## src/rtl/mem_pkg.sv

```systemverilog
// Shared types for the memory responder and its arbiter.
//   state_e : responder FSM states
//   op_e    : request kind (read or write)
//   req_t   : latched request (op, address, write data)
//   idx_bits: width needed to hold an index 0..n-1 (at least 1 bit)
package mem_pkg;

  localparam int REQ_ADDR_BITS = 8;
  localparam int REQ_DATA_BITS = 8;

  typedef enum logic [1:0] {
    IDLE    = 2'd0,
    BUSY    = 2'd1,
    RESPOND = 2'd2
  } state_e;

  typedef enum logic {
    OP_READ  = 1'b0,
    OP_WRITE = 1'b1
  } op_e;

  typedef struct packed {
    op_e                      op;
    logic [REQ_ADDR_BITS-1:0] addr;
    logic [REQ_DATA_BITS-1:0] data;
  } req_t;

  function automatic int idx_bits(input int n);
    return (n > 1) ? $clog2(n) : 1;
  endfunction

endpackage

```

## src/rtl/mem_responder_rr_arbiter.sv

```systemverilog
// Combinational round-robin arbiter.
//   req        : N-wide request vector
//   last_grant : index granted most recently; search starts just after it
//   grant      : one-hot grant (all zero when nothing requests)
//   idx        : index of the granted requester
//   valid      : some requester was granted
module rr_arbiter
  import mem_pkg::*;
#(
  parameter int N  = 1,
  parameter int IW = idx_bits(N)
) (
  input  logic [N-1:0]  req,
  input  logic [IW-1:0] last_grant,
  output logic [N-1:0]  grant,
  output logic [IW-1:0] idx,
  output logic          valid
);

  logic [IW-1:0] cand_s;

  // walk the channels from last_grant+1 (wrapping) and take the first requester
  always_comb begin
    grant  = {N{1'b0}};
    idx    = {IW{1'b0}};
    valid  = 1'b0;
    cand_s = {IW{1'b0}};
    for (int i = 1; i <= N; i++) begin
      cand_s = IW'((int'(last_grant) + i) % N);
      if (!valid && req[cand_s]) begin
        valid         = 1'b1;
        grant[cand_s] = 1'b1;
        idx           = cand_s;
      end else begin
        idx = idx;
      end
    end
  end

endmodule

```

## src/rtl/mem_responder.sv

```systemverilog
// Memory-side responder for the multi-channel valid/ready memory protocol.
// Channels are arbitrated round-robin onto one single-ported storage array;
// each granted request completes LATENCY cycles after its grant and ready
// is held until the requester drops valid.
//   clk, reset        : clock, asynchronous active-low reset
//   read_valid/address: per-channel read request
//   read_ready/data   : per-channel read completion and data (0 when idle)
//   write_valid/address/data: per-channel write request
//   write_ready       : per-channel write completion
module mem_responder
  import mem_pkg::*;
#(
  parameter int ADDR_BITS = REQ_ADDR_BITS,
  parameter int DATA_BITS = REQ_DATA_BITS,
  parameter int CHANNELS  = 1,
  parameter int LATENCY   = 2
) (
  input  logic                          clk,
  input  logic                          reset,
  input  logic [CHANNELS-1:0]           read_valid,
  input  logic [CHANNELS*ADDR_BITS-1:0] read_address,
  output logic [CHANNELS-1:0]           read_ready,
  output logic [CHANNELS*DATA_BITS-1:0] read_data,
  input  logic [CHANNELS-1:0]           write_valid,
  input  logic [CHANNELS*ADDR_BITS-1:0] write_address,
  input  logic [CHANNELS*DATA_BITS-1:0] write_data,
  output logic [CHANNELS-1:0]           write_ready
);

  localparam int IW = idx_bits(CHANNELS);
  localparam int CW = idx_bits(LATENCY);   // counter holds LATENCY-1

  state_e                        state_r;
  req_t                          req_r;
  logic [IW-1:0]                 ch_r;
  logic [IW-1:0]                 last_grant_r;
  logic [CW-1:0]                 cnt_r;
  logic [CHANNELS-1:0]           read_ready_r;
  logic [CHANNELS-1:0]           write_ready_r;
  logic [CHANNELS*DATA_BITS-1:0] read_data_r;
  logic [DATA_BITS-1:0]          mem_r [2**ADDR_BITS];

  logic [CHANNELS-1:0] any_req_s;
  logic [CHANNELS-1:0] arb_grant_s;
  logic [IW-1:0]       arb_idx_s;
  logic                arb_valid_s;
  logic                grant_write_s;
  logic                granted_valid_s;
  logic                commit_s;

  assign any_req_s = read_valid | write_valid;

  rr_arbiter #(
    .N  (CHANNELS),
    .IW (IW)
  ) u_arb (
    .req        (any_req_s),
    .last_grant (last_grant_r),
    .grant      (arb_grant_s),
    .idx        (arb_idx_s),
    .valid      (arb_valid_s)
  );

  // a channel asking for both is served as a write; its read stays pending
  assign grant_write_s   = |(arb_grant_s & write_valid);
  assign granted_valid_s = (req_r.op == OP_WRITE) ? write_valid[ch_r] : read_valid[ch_r];
  // the write lands on the same edge its ready rises, so a later read sees it
  assign commit_s = (state_r == BUSY) && (cnt_r == {CW{1'b0}}) && (req_r.op == OP_WRITE);

  // request FSM: grant, latency countdown, then hold ready until valid drops
  always_ff @(posedge clk or negedge reset) begin
    if (!reset) begin
      state_r       <= IDLE;
      req_r         <= '0;
      ch_r          <= {IW{1'b0}};
      last_grant_r  <= {IW{1'b0}};
      cnt_r         <= {CW{1'b0}};
      read_ready_r  <= {CHANNELS{1'b0}};
      write_ready_r <= {CHANNELS{1'b0}};
      read_data_r   <= {(CHANNELS*DATA_BITS){1'b0}};
    end else begin
      case (state_r)
        IDLE: begin
          if (arb_valid_s) begin
            ch_r     <= arb_idx_s;
            req_r.op <= grant_write_s ? OP_WRITE : OP_READ;
            req_r.addr <= grant_write_s ? write_address[arb_idx_s*ADDR_BITS +: ADDR_BITS]
                                        : read_address[arb_idx_s*ADDR_BITS +: ADDR_BITS];
            req_r.data <= grant_write_s ? write_data[arb_idx_s*DATA_BITS +: DATA_BITS]
                                        : {DATA_BITS{1'b0}};
            cnt_r    <= CW'(LATENCY - 1);
            state_r  <= BUSY;
          end else begin
            state_r <= IDLE;
          end
        end
        BUSY: begin
          if (cnt_r != {CW{1'b0}}) begin
            cnt_r <= cnt_r - CW'(1);
          end else begin
            if (req_r.op == OP_WRITE) begin
              write_ready_r[ch_r] <= 1'b1;
            end else begin
              read_ready_r[ch_r] <= 1'b1;
              read_data_r[ch_r*DATA_BITS +: DATA_BITS] <= mem_r[req_r.addr];
            end
            state_r <= RESPOND;
          end
        end
        RESPOND: begin
          // also covers a requester that dropped valid early: ready lasts one cycle
          if (!granted_valid_s) begin
            read_ready_r  <= {CHANNELS{1'b0}};
            write_ready_r <= {CHANNELS{1'b0}};
            read_data_r   <= {(CHANNELS*DATA_BITS){1'b0}};
            last_grant_r  <= ch_r;
            state_r       <= IDLE;
          end else begin
            state_r <= RESPOND;
          end
        end
        default: begin
          state_r <= IDLE;
        end
      endcase
    end
  end

  // storage write port; contents are intentionally not reset
  always_ff @(posedge clk) begin
    if (commit_s) begin
      mem_r[req_r.addr] <= req_r.data;
    end
  end

  assign read_ready  = read_ready_r;
  assign write_ready = write_ready_r;
  assign read_data   = read_data_r;

endmodule

```

## config.mk

```make
export PLATFORM = sky130hd
export DESIGN_NAME = mem_responder
export DESIGN_NICKNAME = d
export VERILOG_FILES = /design/src/rtl/mem_pkg.sv /design/src/rtl/mem_responder_rr_arbiter.sv /design/src/rtl/mem_responder.sv
export SDC_FILE = /design/constraint.sdc
export NUM_CORES = 2
export LEC_CHECK = 0
export BUFFER_PORTS_ARGS = -buffer_cell sky130_fd_sc_hd__buf_2
export CORE_MARGIN = 8
export CORE_UTILIZATION = 40
export DETAILED_ROUTE_END_ITERATION = 10
export PLACE_DENSITY = 0.62
export RECOVER_POWER = 25
export SETUP_SLACK_MARGIN = 0.02
export SLEW_MARGIN = 20
export SYNTH_ARGS = -nofsm -noshare
export SYNTH_HDL_FRONTEND = slang
export SYNTH_SLANG_ARGS = --single-unit
```

## constraint.sdc

```tcl
create_clock -name clk -period 5.15 [get_ports clk]
set_input_delay 1.2875 -clock clk [delete_from_list [all_inputs] [get_ports clk]]
set_output_delay 1.2875 -clock clk [all_outputs]
set_load 0.03 [all_outputs]
```

Word level (Yosys, flattened, before mapping)
Memories as Yosys holds them, arrays and structs flattened.
Cells that the tools add are included.
{"block": "word_totals", "ff_bits": 30, "ram_bits": 2048, "out_inout_bits": 10, "mem_count": 1}
{"name": "mem_r", "words": 256, "width": 8, "rd": 1, "rd_clocked_by_memory_dff": 0, "write_ports": 1, "line_no": "mem_responder.sv:41", "rtl": "logic [DATA_BITS-1:0] mem_r [2**ADDR_BITS];"}
{"block": "op_classes", "n_addsub": 1, "eq_ne": 7, "n_mux": 25, "bitwise_logic": 3, "n_reduce_logical": 9}
{"op": "$mux W8", "n": 5}
{"op": "$pmux W8 S2", "n": 1}
{"op": "$mux W1", "n": 13}
{"op": "$ne A2 B2 Y1 const B", "n": 5}
{"op": "$reduce_and A4 Y1", "n": 2}
{"op": "$pmux W1 S2", "n": 3}
{"op": "$pmux W2 S3", "n": 1}
{"op": "$mux W2", "n": 2}
{"op": "$reduce_and A2 Y1", "n": 2}
{"op": "$reduce_bool A2 Y1", "n": 2}
{"op": "$eq A2 B1 Y1 const B", "n": 1}
{"op": "$eq A2 B2 Y1 const B", "n": 1}
{"op": "$logic_and A1 B1 Y1", "n": 2}
{"op": "$logic_not A2 Y1", "n": 1}
{"op": "$and A1 B1 Y1", "n": 1}
{"op": "$not A1 Y1", "n": 1}
{"op": "$or A1 B1 Y1", "n": 1}
{"op": "$sub A1 B1 Y1 const B", "n": 1}

Depth between registers and ports, before layout
{"block": "depth", "depth_word": 5, "depth_mapped": 12, "ltp_nobuf": 8}

Hierarchy
A second synthesis with hierarchy kept.
{"block": "unflattened", "cells_unflattened": 3948, "hier_area_um2": 80893.8}
{"module": "mem_responder", "instances": 1, "cells_each": 3944, "area_per_inst_um2": 80867.6, "seq_area_each_um2": 62299.8}
{"module": "rr_arbiter", "instances": 1, "cells_each": 4, "area_per_inst_um2": 26.3, "seq_area_each_um2": 0.0}

Least setup slack after synthesis
No wires, ideal clock.
{"block": "synth_timing", "path_kind": "register -> register", "start": "reg req_r[0] (netlist bit)", "end": "mem mem_r[0][0] (netlist bit) (data pin)", "t_arrival_ps": 3183, "t_required_ps": 4346, "path_slack_ps": 1163, "path_stages_with_launch": 1, "path_buffers": 0, "synth_period_minus_slack_ps": 3987, "path_cell_list": "dfrtp_1"}
{"element": "from (decl)", "line_no": "mem_responder.sv:34", "rtl": "req_t req_r;"}
{"element": "to (decl)", "line_no": "mem_responder.sv:41"}
No word-level cell before the write port.

Final worst setup path
{"block": "layout_timing", "start": "reg req_r[13] (netlist bit)", "end": "reg read_data_r[3] (netlist: read_data[3])"}
{"block": "layout_between", "elab_chain_cells": 4}
{"element": "$mem_v2 Z256 W8"}
{"element": "$mux W8", "line_no": "mem_responder.sv:101", "rtl": "if (req_r.op == OP_WRITE) begin"}
{"element": "$mux W8", "line_no": "mem_responder.sv:98", "rtl": "if (cnt_r != {CW{1'b0}}) begin"}
{"element": "$pmux W8 S2", "line_no": "mem_responder.sv:82", "rtl": "case (state_r)"}
{"element": "to (signal assigned)", "line_no": "mem_responder.sv:80", "rtl": "read_data_r <= {(CHANNELS*DATA_BITS){1'b0}};"}
{"element": "to (signal, indexed assignment)", "line_no": "mem_responder.sv:105", "rtl": "read_data_r[ch_r*DATA_BITS +: DATA_BITS] <= mem_r[req_r.addr];"}
{"element": "to (signal assigned)", "line_no": "mem_responder.sv:115", "rtl": "read_data_r <= {(CHANNELS*DATA_BITS){1'b0}};"}
{"element": "to (decl)", "line_no": "mem_responder.sv:40", "rtl": "logic [CHANNELS*DATA_BITS-1:0] read_data_r;"}
Every way passes these cells. The select of a mux whose other input is x is not followed.
A chain may end at the register's enable or synchronous reset.

==> reports/qor.txt <==
=====================================================================================
Result of the run                                                        finished with violations
Violated checks                                                          max-capacitance violations, max-slew violations
Post-synth EDFFs                                                                 2048
DRC viols                                                                           0
Source-to-sink clock delay at the later pin of the worst-skew pair            0.85 ns
Library cell occupying the most area in the post-synthesis netlist       sky130_fd_sc_hd__edfxtp_1
Total count of max-transition violations in the final report                     1240
Synth Net Count                                                                  4053
Synth Instances                                                                  4021
Detailed-router iteration count before antenna repair                               6
Worst Max-Slew Pin Slew                                                       4.11 ns
Post-route clock period utilization                                             83.3%
Class of the most critical hold timing path                                   reg2reg
Maximum number of pins on one net before global-route repair                      186
Total leakage power                                                           28.4 nW
Initial core utilization                                                        40.2%
Cell at the root of the clock tree                                       sky130_fd_sc_hd__clkbuf_16
Vias post-DR                                                                    40.6k
Final critical-path required period                                           4.29 ns
Number of distinct library cells after synthesis                                   59
Clock tree buffer depth                                                             3
Iteration-0 DRC count of the detailed router                                     4804
WL per Instance                                                          28.9 microns
Number of global-route vias before repair                                       40.7k
YS warnings                                                                         0
Final core utilization                                                          45.0%
Instance area at placement                                               0.0847 sq mm
Worst path setup slack after routing                                         0.859 ns
Hold Vio Cnt, Final                                                                 0
Worst vdd ir                                                                 0.458 mV
HPWL after DPL                                                           124000 microns
Number of vias per cell                                                          5.78
Post-CTS Hold Buffers                                                               0
Worst clock skew on the final layout                                        0.0377 ns
Row count                                                                         165
Worst slack at placement                                                     0.911 ns
Total power divided by cell area                                          549 mW/mm^2
Global placer's final weighted congestion                                       0.880
Data arrival at the endpoint of the critical path                             5.06 ns
TritonCTS clock tree                                                             done
Post-CTS setup buffer count                                                         0
Full die area                                                             0.217 sq mm
Top post-synthesis cells by area                                         sky130_fd_sc_hd__edfxtp_1, sky130_fd_sc_hd__mux4_2, sky130_fd_sc_hd__mux2i_1
Post-synthesis register bit count                                                2078
Final setup fails                                                                   0
Number of clock sinks seen by CTS                                                2078
Start-to-end type of the worst setup path                                     reg2reg
Sequential element share of the synthesized area                                76.7%
Req. time, crit path                                                          5.92 ns
Post-synthesis instance area                                             0.0811 sq mm
Clock-pin slew of the registers on the worst-case setup and hold paths        0.06 ns
Post-layout instance area                                                0.0909 sq mm
Number of levels in the clock H-tree                                                4
Congestion Overflow GR                                                              0
Count of antenna-violating nets left after detailed routing                         0
Horizontal die dimension                                                  466 microns
Count of maximum capacitance violations                                            13
Initial antenna violation count                                                     4
Filler cells                                                                    17.0k
Highest clock frequency the design can meet                                 0.233 GHz
Highest-count cells in the layout ignoring fill and taps                 sky130_fd_sc_hd__edfxtp_1, sky130_fd_sc_hd__mux4_2, sky130_fd_sc_hd__mux2i_1
Area growth from synthesis to layout                                            12.1%
Top flip-flop cell by instance count after synthesis                     sky130_fd_sc_hd__edfxtp_1
Accumulated negative setup slack                                                 0 ns
Endpoint type of the worst setup path                                       flip-flop
Type of origin of the critical path                                         flip-flop
Height of the die                                                         466 microns
Setup repair after global routing missed its margin                             false
Floorplan core area                                                       0.202 sq mm
Most common cell after layout, fill and taps aside                       sky130_fd_sc_hd__edfxtp_1
First-pass GRT wire length                                               293000 microns
GRT Resource Usage Total                                                        18.3%
Average size of a mapped cell                                              20.2 sq um
Proportion of netlist area held by the largest area contributor                 75.8%
Max-slew headroom at the worst pin                                              -174%
Quantity of I/O buffers inserted on ports                                          37
Final nets                                                                       4210
Clock buffer count from CTS                                                       198
Final wirelength                                                         203000 microns
Layout cell share with drive strength beyond 1                                  20.4%
Async set-or-reset flop fraction in the synthesized netlist                     1.44%
Max Fanout on Critical Path                                                        21
Number of gates resized after cts                                                   0
# IOs                                                                              38
=====================================================================================
## where the power goes
part	switching, mW	internal [mW]
Clock	6.27	7.93
Sequential	0.901	20.9
Combinational	8.95	5.01
Total	16.1	33.8
## per-layer routing
layer  track usage, %  up-vias  wire length, microns
met3             3.45      337                 15600
met2             29.3     1811                 97000
met1             25.2    21526                 83400
li1                 -    16936                     -
met5                0        -                     0
met4             6.33        0                  7200
## critical path, cell delays in order (launching register included)
cell and delay (ns):
sky130_fd_sc_hd__dfrtp_2 0.77, sky130_fd_sc_hd__buf_4 0.38, sky130_fd_sc_hd__buf_4 0.34, sky130_fd_sc_hd__nor2b_2 0.86, sky130_fd_sc_hd__buf_4 0.41, sky130_fd_sc_hd__nand3_1 0.16
sky130_fd_sc_hd__a41oi_1 0.71, sky130_fd_sc_hd__o41ai_1 0.21, sky130_fd_sc_hd__buf_4 0.21, sky130_fd_sc_hd__a31oi_1 0.14
## final timing paths
kind / to / from / slack (ns) / depth (start not counted)
worst min register to register: read_ready$_DFFE_PN0P_ / read_ready$_DFFE_PN0P_ / 0.50 / 2
worst max register to register: read_data[3]$_DFFE_PN0P_ / req_r[13]$_DFFE_PN0P_ / 0.86 / 9
min in group asynchronous: state_r[1]$_DFFE_PN0N_ / reset / 1.25 / 1
worst max-delay path: read_data[3]$_DFFE_PN0P_ / req_r[13]$_DFFE_PN0P_ / 0.86 / 9
max in group asynchronous: req_r[9]$_DFFE_PN0P_ / reset / 2.05 / 1
worst min-delay path: read_ready$_DFFE_PN0P_ / read_ready$_DFFE_PN0P_ / 0.50 / 2
## cell type report
cell class | count | area (sq um) | area share [%]
Clock buffer | 250 | 5180 | 5.70
Tap cell | 2672 | 3340 | 3.68
Timing Repair Buffer | 196 | 1610 | 1.77
Antenna cell | 7 | 17.5 | 0.0193
Sequential cell | 2078 | 62300 | 68.5
Inverter | 5 | 18.8 | 0.0206
Multi-Input combinational cell | 1699 | 17400 | 19.2
Clock inverter | 114 | 1070 | 1.18
## through the flow
stage | std cells | total power [mW] | hold slack, ns
2_1_floorplan | 4021 | 30.9 | 0.499
3_5_place_dp | 6650 | 35.9 | 0.485
3_3_place_gp | 6649 | 35.7 | 0.477
5_1_grt | 7019 | 51.4 | 0.529
4_1_cts | 7014 | 50.0 | 0.499
6_report | 7021 | 49.9 | 0.500
## cells in the mapped netlist, drive strengths merged, types with 10 or more instances
library cell  number
a21oi             53
a221oi            33
a22oi            135
a31oi             16
a41oi             15
buf              156
clkbuf            83
dfrtp             30
edfxtp          2048
mux2              18
mux2i            334
mux4             368
nand2             96
nand2b            16
nand3             63
nand4             10
nand4b            10
nor2             297
nor2b             14
nor4              11
o21ai             41
o22a              14
o22ai             66
## registers in the layout, summed over array words and instances, names as in the netlist
register     cells
write_ready      1
read_data        8
mem_r         2048
read_ready       1
cnt_r            1
state_r          2
req_r           17
## cell families after synthesis
family	Yosys count	synth area share (%)
AND/OR/NAND/NOR	557	3.10
multiplexers	720	14.6
adder cells (fa/ha/maj)	4	0.0617
AO/OA/AOI/OAI	418	3.61
buffers and inverters	244	1.89
flip-flops	2078	76.7
Power figures use the tool's default switching activity.
